### src/rtl/keypad_time_loader.sv
// Keypad digit loader: synchronises encoder outputs and shifts one digit per press into an MM:SS BCD buffer.
// Optional press debounce is compiled in with `define KEY_DEBOUNCE_EN.
module keypad_time_loader #(
  parameter int MAX_DIGITS      = 4,
  parameter int DEBOUNCE_CYCLES = 4
) (
  input  logic       clk,
  input  logic       rst,
  input  logic       load_en,
  input  logic       clear_entry,
  input  logic [3:0] bcd,
  input  logic       data_valid,
  output logic [3:0] sec_ones,
  output logic [3:0] sec_tens,
  output logic [3:0] min_ones,
  output logic [3:0] min_tens,
  output logic [2:0] digit_count,
  output logic       entry_full,
  output logic       digit_strobe
);

  localparam logic [2:0] MAX_CNT = 3'(MAX_DIGITS);

  if (MAX_DIGITS < 1 || MAX_DIGITS > 4 || DEBOUNCE_CYCLES < 1 || DEBOUNCE_CYCLES > 15) begin : g_param_check
    $error("keypad_time_loader: parameter out of range");
  end

`ifdef KEY_DEBOUNCE_EN
  typedef enum logic [1:0] {IDLE, DEBOUNCE, WAIT_RELEASE} state_t;
  localparam logic [3:0] DEB_LOAD = 4'(DEBOUNCE_CYCLES - 1);
  logic [3:0] deb_cnt_q, deb_cnt_d;
  logic [3:0] deb_code_q, deb_code_d;
`else
  typedef enum logic {IDLE, WAIT_RELEASE} state_t;
`endif

  state_t      state_q, state_d;
  logic        dv_m_q, dv_s_q;
  logic [3:0]  bcd_m_q, bcd_s_q;
  logic [15:0] digits_q, digits_d;   // {min_tens, min_ones, sec_tens, sec_ones}
  logic [2:0]  count_q, count_d;
  logic        full_q, full_d;
  logic        strobe_q, strobe_d;
  logic        accept_req;
  logic        accept_ok;

  assign accept_ok = (bcd_s_q <= 4'd9) && !((bcd_s_q == 4'd0) && (count_q == 3'd0))
                     && (count_q < MAX_CNT);

  always_comb begin
    state_d    = state_q;
    digits_d   = digits_q;
    count_d    = count_q;
    strobe_d   = 1'b0;
    accept_req = 1'b0;
`ifdef KEY_DEBOUNCE_EN
    deb_cnt_d  = deb_cnt_q;
    deb_code_d = deb_code_q;
`endif
    case (state_q)
      IDLE: begin
        if (dv_s_q) begin
`ifdef KEY_DEBOUNCE_EN
          if (load_en) begin
            state_d    = DEBOUNCE;
            deb_cnt_d  = DEB_LOAD;
            deb_code_d = bcd_s_q;
          end else begin
            state_d = WAIT_RELEASE;
          end
`else
          accept_req = load_en;
          state_d    = WAIT_RELEASE;
`endif
        end
      end
`ifdef KEY_DEBOUNCE_EN
      DEBOUNCE: begin
        if (!dv_s_q) begin
          state_d = IDLE;
        end else if (!load_en) begin
          state_d = WAIT_RELEASE;
        end else if (bcd_s_q != deb_code_q) begin
          deb_cnt_d  = DEB_LOAD;
          deb_code_d = bcd_s_q;
        end else if (deb_cnt_q == 4'd0) begin
          accept_req = 1'b1;
          state_d    = WAIT_RELEASE;
        end else begin
          deb_cnt_d = deb_cnt_q - 4'd1;
        end
      end
`endif
      WAIT_RELEASE: begin
        if (!dv_s_q) state_d = IDLE;
      end
      default: state_d = IDLE;
    endcase

    if (accept_req && accept_ok) begin
      digits_d = {digits_q[11:0], bcd_s_q};
      count_d  = count_q + 3'd1;
      strobe_d = 1'b1;
    end

    // Clear wins over a same-edge accept; a still-held key must be released first.
    if (clear_entry) begin
      digits_d = '0;
      count_d  = '0;
      strobe_d = 1'b0;
      state_d  = dv_s_q ? WAIT_RELEASE : IDLE;
    end
  end

  assign full_d = (count_d == MAX_CNT);

  always_ff @(posedge clk or posedge rst) begin
    if (rst) begin
      dv_m_q   <= 1'b0;
      dv_s_q   <= 1'b0;
      bcd_m_q  <= '0;
      bcd_s_q  <= '0;
      state_q  <= IDLE;
      digits_q <= '0;
      count_q  <= '0;
      full_q   <= 1'b0;
      strobe_q <= 1'b0;
    end else begin
      dv_m_q   <= data_valid;
      dv_s_q   <= dv_m_q;
      bcd_m_q  <= bcd;
      bcd_s_q  <= bcd_m_q;
      state_q  <= state_d;
      digits_q <= digits_d;
      count_q  <= count_d;
      full_q   <= full_d;
      strobe_q <= strobe_d;
    end
  end

`ifdef KEY_DEBOUNCE_EN
  always_ff @(posedge clk or posedge rst) begin
    if (rst) begin
      deb_cnt_q  <= '0;
      deb_code_q <= '0;
    end else begin
      deb_cnt_q  <= deb_cnt_d;
      deb_code_q <= deb_code_d;
    end
  end
`endif

  assign sec_ones     = digits_q[3:0];
  assign sec_tens     = digits_q[7:4];
  assign min_ones     = digits_q[11:8];
  assign min_tens     = digits_q[15:12];
  assign digit_count  = count_q;
  assign entry_full   = full_q;
  assign digit_strobe = strobe_q;

endmodule

### config.mk
export PLATFORM = sky130hd
export DESIGN_NAME = keypad_time_loader
export DESIGN_NICKNAME = d
export VERILOG_FILES = /design/src/rtl/keypad_time_loader.sv
export SDC_FILE = /design/constraint.sdc
export NUM_CORES = 1
export LEC_CHECK = 0
export CAP_MARGIN = 20
export CORE_UTILIZATION = 45
export DETAILED_ROUTE_END_ITERATION = 12
export HOLD_SLACK_MARGIN = 0.1
export MAX_ROUTING_LAYER = met4
export PLACE_DENSITY = 0.83
export RECOVER_POWER = 50
export SKIP_LAST_GASP = 1
export SLEW_MARGIN = 20
export SYNTH_ARGS = -nofsm -noshare
export SYNTH_HDL_FRONTEND = slang
export SYNTH_SLANG_ARGS = --single-unit
export TNS_END_PERCENT = 20
### constraint.sdc
create_clock -name clk -period 2.18 [get_ports clk]
set_clock_uncertainty 0.15 [all_clocks]
set_input_delay 0.545 -clock clk [delete_from_list [all_inputs] [get_ports clk]]
set_output_delay 0.545 -clock clk [all_outputs]
set_load 0.05 [all_outputs]
==> results of run 1 <==
layout by cell type, fill, tap and decap left out, types with 2 or more instances in the layout:
cell | netlist | routed
buf_4 | 0 | 19
clkbuf_4 | 0 | 5
clkbuf_8 | 0 | 2
clkdlybuf4s50_1 | 0 | 7
dfrtp_1 | 32 | 32
dlygate4sd3_1 | 0 | 6
ha_1 | 2 | 2
inv_1 | 5 | 5
mux2i_1 | 18 | 18
nand2b_1 | 23 | 23
nor2_1 | 2 | 2
nor3_1 | 2 | 2
layout make-up:
type	count	area, um2	share of cell area [%]
multi-input combinational	56	445.4	26.23
tap	31	38.79	2.284
timing repair buffer	35	299.0	17.61
clock buffer	7	65.06	3.832
inverter	5	18.77	1.105
sequential	32	800.8	47.16
clock inverter	1	30.03	1.769
flip-flops by register name, indices dropped and copies added, names as in the netlist:
signal and count:
entry_full 1, digit_strobe 1, dv_s_q 1, dv_m_q 1, digits_q 16, digit_count 3
bcd_s_q 4, state_q 1, bcd_m_q 4
where the power goes:
part           total, mW  internal (mW)  switching (mW)
logic             0.0823         0.0367          0.0456
clock network      0.508          0.304           0.203
registers          0.614          0.607         0.00704
repair_timing:
action	in CTS	in global routing
resized for setup	1	1
setup endpoints to repair	7	6
buffers inserted	0	0
kinds of logic (layout without fill, tap and decap cells):
logic type | Yosys count | in the layout | synth area share, %
flip-flops | 32 | 32 | 61.84
AND/OR/NAND/NOR | 31 | 31 | 15.36
multiplexers | 18 | 18 | 13.91
buffers and inverters | 9 | 48 | 3.768
AO/OA/AOI/OAI | 5 | 5 | 3.188
adder cells (fa/ha/maj) | 2 | 2 | 1.932
how the worst min path moves through the flow:
stage / start / to / slack [ns] / depth (start not counted)
5_1_grt: bcd_m_q[1]$_DFF_PP0_ / bcd_s_q[1]$_DFF_PP0_ / 0.21 / 0
3_5_place_dp: bcd_m_q[1]$_DFF_PP0_ / bcd_s_q[1]$_DFF_PP0_ / 0.18 / 0
2_1_floorplan: bcd_m_q[0]$_DFF_PP0_ / bcd_s_q[0]$_DFF_PP0_ / 0.18 / 0
4_1_cts: dv_m_q$_DFF_PP0_ / dv_s_q$_DFF_PP0_ / 0.20 / 0
3_3_place_gp: bcd_m_q[1]$_DFF_PP0_ / bcd_s_q[1]$_DFF_PP0_ / 0.18 / 0
6_report: dv_m_q$_DFF_PP0_ / dv_s_q$_DFF_PP0_ / 0.20 / 0
metrics by stage:
stage / instances / power (mW) / setup TNS [ns] / instance area [um2] / setup slack [ns]
2_1_floorplan: 97 / 0.6764 / 0 / 1295 / 0.4728
3_5_place_dp: 159 / 0.7115 / 0 / 1604 / 0.1635
4_1_cts: 167 / 1.222 / -0.1253 / 1698 / -0.02934
3_3_place_gp: 159 / 0.7088 / 0 / 1604 / 0.1985
5_1_grt: 167 / 1.248 / -0.2296 / 1698 / -0.05709
6_report: 167 / 1.204 / -0.009823 / 1698 / -0.004842
per-layer routing:
layer	global-route usage, %	vias to the layer above
met5	-	-
met4	8.571	0
met3	6.744	7
met2	25.30	26
met1	19.09	386
li1	-	396
==> flow_summary.ini, run 1 <==
[finish]
fill_cells = 212
fin_util_pct = 62.11
diodes = 0
syn_to_final_growth_pct = 31.11
drive_above_1_share_pct = 23.53
final_nets = 146

[cts]
cts-root-buf = clkbuf_4
clk-insertion-delay-late_ns = 0.33
cts_buffer_depth = 2
cts_hold_repair.buffers = 0
cts.sinks = 32
cts_tree = built
path_clk_slew_ns = 0.11
cts_buffers = 5
cts_max_level = 2

[yosys]
synth_cell_types = 18
ys_warn_count = 0
syn_nets = 108
yosysTopAreaCell = dfrtp_1
yosysMostFrequentCell = dfrtp_1
synth_commonest_cells = dfrtp_1, nand2b_1, mux2i_1, inv_1
synth_area_leaders = dfrtp_1, mux2i_1, nand2b_1
seq_area_frac_synth_pct = 61.84
syn_inst = 97
synth.cell_area_mm2 = 0.001295
synthFlopType = dfrtp_1
async_flop_share_pct = 100.0
synth_top_area_share_pct = 61.84
synth_edf_count = 0
ys_seq_elements = 32
avgSynthCellArea_um2 = 13.35

[timing]
period_needed_ns = 2.185
maxSlewViolCount = 0
tightest_slew_ns = 0.7767
final.setup.worst_slack_ns = -0.004842
hold_viol_final = 0
max_slew_margin_pct = 48.22
rsz0062_at_grt = true
setup_violations = 3
period_share_pct = 100.2
fmax_mhz = 457.7
hold_slack_ns = 0.1988

[worst_setup_path]
worstPathRequired_ns = 1.48
path_class = flop to output pin
path_depth = 1
path_buf_inv = 1
reg2reg_slack_ns = 0.37
cp_max_fo = 2
worstPathArrival_ns = 1.49
start_kind = flop
cp-startpoint = digits_q[12]$_DFFE_PP0P_
worstSetupEndpoint = min_tens[0]
path_cells = clkdlybuf4s50_1
cpPeakStageDelay_ns = 0.81
timing.rr.start = bcd_s_q[2]$_DFF_PP0_
reg2regPathDepth = 4
end_kind = output pin
cpMaxStageDelayCell = clkdlybuf4s50_1
crit_family = buffers and inverters
r2r-end = digits_q[11]$_DFFE_PP0P_

[worst_hold_path]
hp-class = flop to flop

[route]
wl_met1_um = 943
drt-wirelength-per-cell_um = 13.47
route.detailed.drc = 0
via_per_inst = 4.880
top_layer = met4
wl_met2_um = 1130
drt-pass1-iter-count = 4
vias = 815
drtIter0Drc = 9
finalWirelength_um = 2249
met3WireLength_um = 114
ant_nets = 0

[outcome]
outcome = finished, violations left
violations = setup timing

[floorplan]
core-area_mm2 = 0.002734
fp.dieArea_mm2 = 0.003096
start_util_pct = 47.37
die_w_um = 55.65
die_y_um = 55.65
io-pin-count = 30
row_count = 19

[placed_design]
hpwl_um = 1594
port_buffers = 29
gp_congestion = 0.7847

[global_route]
grt_usage_pct = 16.68
grt_pass1_wl_um = 3746
grt_pass1_vias = 859
grt_max_degree = 33
grt_overflow = 0
antenna_found_initial = 0

[power]
total_leakage_power_nw = 0.8777
worst_ir_drop_vdd_mv = 0.5493
power_density_mw_per_mm2 = 709.0

[job]
maxCapViolations = 0
Power figures use the tool's default switching activity.
==> run 2, diff against run 1 <==
--- a/config.mk
+++ b/config.mk
@@ -5,6 +5,7 @@
 export SDC_FILE = /design/constraint.sdc
 export NUM_CORES = 1
 export LEC_CHECK = 0
+export ABC_CLOCK_PERIOD_IN_PS = 2180
 export CAP_MARGIN = 20
 export CORE_UTILIZATION = 45
 export DETAILED_ROUTE_END_ITERATION = 12
@@ -13,7 +14,7 @@
 export PLACE_DENSITY = 0.83
 export RECOVER_POWER = 50
 export SKIP_LAST_GASP = 1
-export SLEW_MARGIN = 20
+export SLEW_MARGIN = 25
 export SYNTH_ARGS = -nofsm -noshare
 export SYNTH_HDL_FRONTEND = slang
 export SYNTH_SLANG_ARGS = --single-unit
==> results of run 2 <==
Same layout as run 1: the final DEF is identical, and so are final timing and power.
==> run 3, diff against run 2 <==
--- a/config.mk
+++ b/config.mk
@@ -7,6 +7,7 @@
 export LEC_CHECK = 0
 export ABC_CLOCK_PERIOD_IN_PS = 2180
 export CAP_MARGIN = 20
+export CORE_ASPECT_RATIO = 0.7
 export CORE_UTILIZATION = 45
 export DETAILED_ROUTE_END_ITERATION = 12
 export HOLD_SLACK_MARGIN = 0.1
==> flow_summary.ini, run 3 (synthesis gave the netlist of run 1 again) <==
[finish]
final_area_mm2 = 0.001683
final_nets = 145
reg.largest.list = digits_q: 16 flops, bcd_m_q: 4 flops, bcd_s_q: 4 flops
layout_commonest_cell = dfrtp_1
diodes = 0
mostFrequentLayoutCells = dfrtp_1, nand2b_1, buf_4, mux2i_1
top_register = digits_q
syn_to_final_growth_pct = 29.95
drive_above_1_share_pct = 25.19
largest_reg_flops = 16

[cts]
cts_max_level = 2
cts.sinks = 32
cts_resized = 0
cts-root-buf = clkbuf_8
clk-insertion-delay-late_ns = 0.28
cts_buffer_depth = 2
path_clk_slew_ns = 0.07
cts_hold_repair.buffers = 0
cts_setup_buffers = 0
cts_buffers = 5
cts_tree = built

[timing]
maxSlewViolCount = 0
period_needed_ns = 2.127
period_share_pct = 97.58
tightest_slew_ns = 0.7456
fmax_mhz = 470.1
max_slew_margin_pct = 50.29
hold_slack_ns = 0.2002
rsz0062_at_grt = false
fin_setup_tns_ns = 0
setup_violations = 0
final.setup.worst_slack_ns = 0.05268
hold_viol_final = 0

[floorplan]
row_count = 15
io-pin-count = 30
start_util_pct = 50.00
core-area_mm2 = 0.002590
die_y_um = 46.88
die_w_um = 66.12
fp.dieArea_mm2 = 0.003099

[worst_setup_path]
start_kind = flop
path_buf_inv = 1
worstPathArrival_ns = 1.43
path_class = flop to output pin
worstPathRequired_ns = 1.48
cpPeakStageDelay_ns = 0.80
crit_family = buffers and inverters
cp_max_fo = 2
end_kind = output pin
path_cells = clkdlybuf4s50_1
cpMaxStageDelayCell = clkdlybuf4s50_1

[power]
worst_ir_drop_vdd_mv = 0.3982
p_int_mw = 0.8949
total_leakage_power_nw = 0.8544
pwr-share-clk_pct = 39.8
swShare_pct = 22.53
power_density_mw_per_mm2 = 686.4
switchingPower_mw = 0.2602
finalPower_mw = 1.155
seqPwrFrac_pct = 53.2
pwr-share-comb_pct = 7.0

[route]
drtIter0Drc = 40
via_per_inst = 4.828
vias = 816
ant_nets = 0
finalWirelength_um = 2143
drt-pass1-iter-count = 4
route.detailed.drc = 0
drt-wirelength-per-cell_um = 12.68

[global_route]
antenna_found_initial = 0
grt_pass1_vias = 784
grt_overflow = 0
grt_max_degree = 33
grt_usage_pct = 17.01
grt_pass1_wl_um = 3491

[job]
maxCapViolations = 0

[placed_design]
placed_area_mm2 = 0.001593
gp_congestion = 0.7933
place_worst_setup_slack_ns = 0.1613
port_buffers = 29
hpwl_um = 1541

[outcome]
outcome = complete, no violations

[worst_hold_path]
hp-class = flop to flop
-- run 3: worst paths after layout --
path,startpoint,cells after the start,to,slack (ns)
setup / recovery,digits_q[13]$_DFFE_PP0P_,1,min_tens[1],0.05
hold / removal,bcd_m_q[0]$_DFF_PP0_,0,bcd_s_q[0]$_DFF_PP0_,0.20
setup reg to reg,bcd_s_q[2]$_DFF_PP0_,4,digits_q[13]$_DFFE_PP0P_,0.39
hold reg to reg,bcd_m_q[0]$_DFF_PP0_,0,bcd_s_q[0]$_DFF_PP0_,0.20
max in group asynchronous,rst,3,digit_count[2]$_DFF_PP0_,0.65
min in group asynchronous,rst,3,digits_q[8]$_DFFE_PP0P_,0.76
-- run 3: layout make-up --
cell class              count  area (um2)
well taps                  34       42.54
fillers                   195       907.1
repair buffers             34       282.8
clock buffers               6       82.58
inverters                   5       18.77
flip-flops and latches     32       800.8
multi-input cells          56       445.4
clock inverters             2       10.01
-- run 3: per-layer routing --
layer	up-vias	global-route usage, %	wire length [um]
li1	394	-	-
met1	392	19.59	1048
met2	26	26.33	932
met3	4	6.553	133
met4	0	8.936	29
met5	-	-	0
-- run 3: through the flow --
step           cells  utilization (%)
5_1_grt          169            64.98
3_3_place_gp     161            61.50
3_5_place_dp     161            61.50
2_1_floorplan     97                -
4_1_cts          169            65.07
6_report         169            64.98
-- run 3: worst reg2reg max path, cell delays in order, from the launching register on --
cell	delay [ns]
dfrtp_1	0.38
or4_4	0.54
o211ai_2	0.15
buf_4	0.26
mux2i_1	0.23
-- run 3: power by group through the flow --
stage | Sequential, mW | Combinational (mW) | Clock (mW)
6_report | 0.615 | 0.0803 | 0.460
5_1_grt | 0.615 | 0.0880 | 0.498
4_1_cts | 0.615 | 0.0848 | 0.468
3_5_place_dp | 0.626 | 0.0844 | 0
3_3_place_gp | 0.625 | 0.0831 | 0
2_1_floorplan | 0.636 | 0.0407 | 0
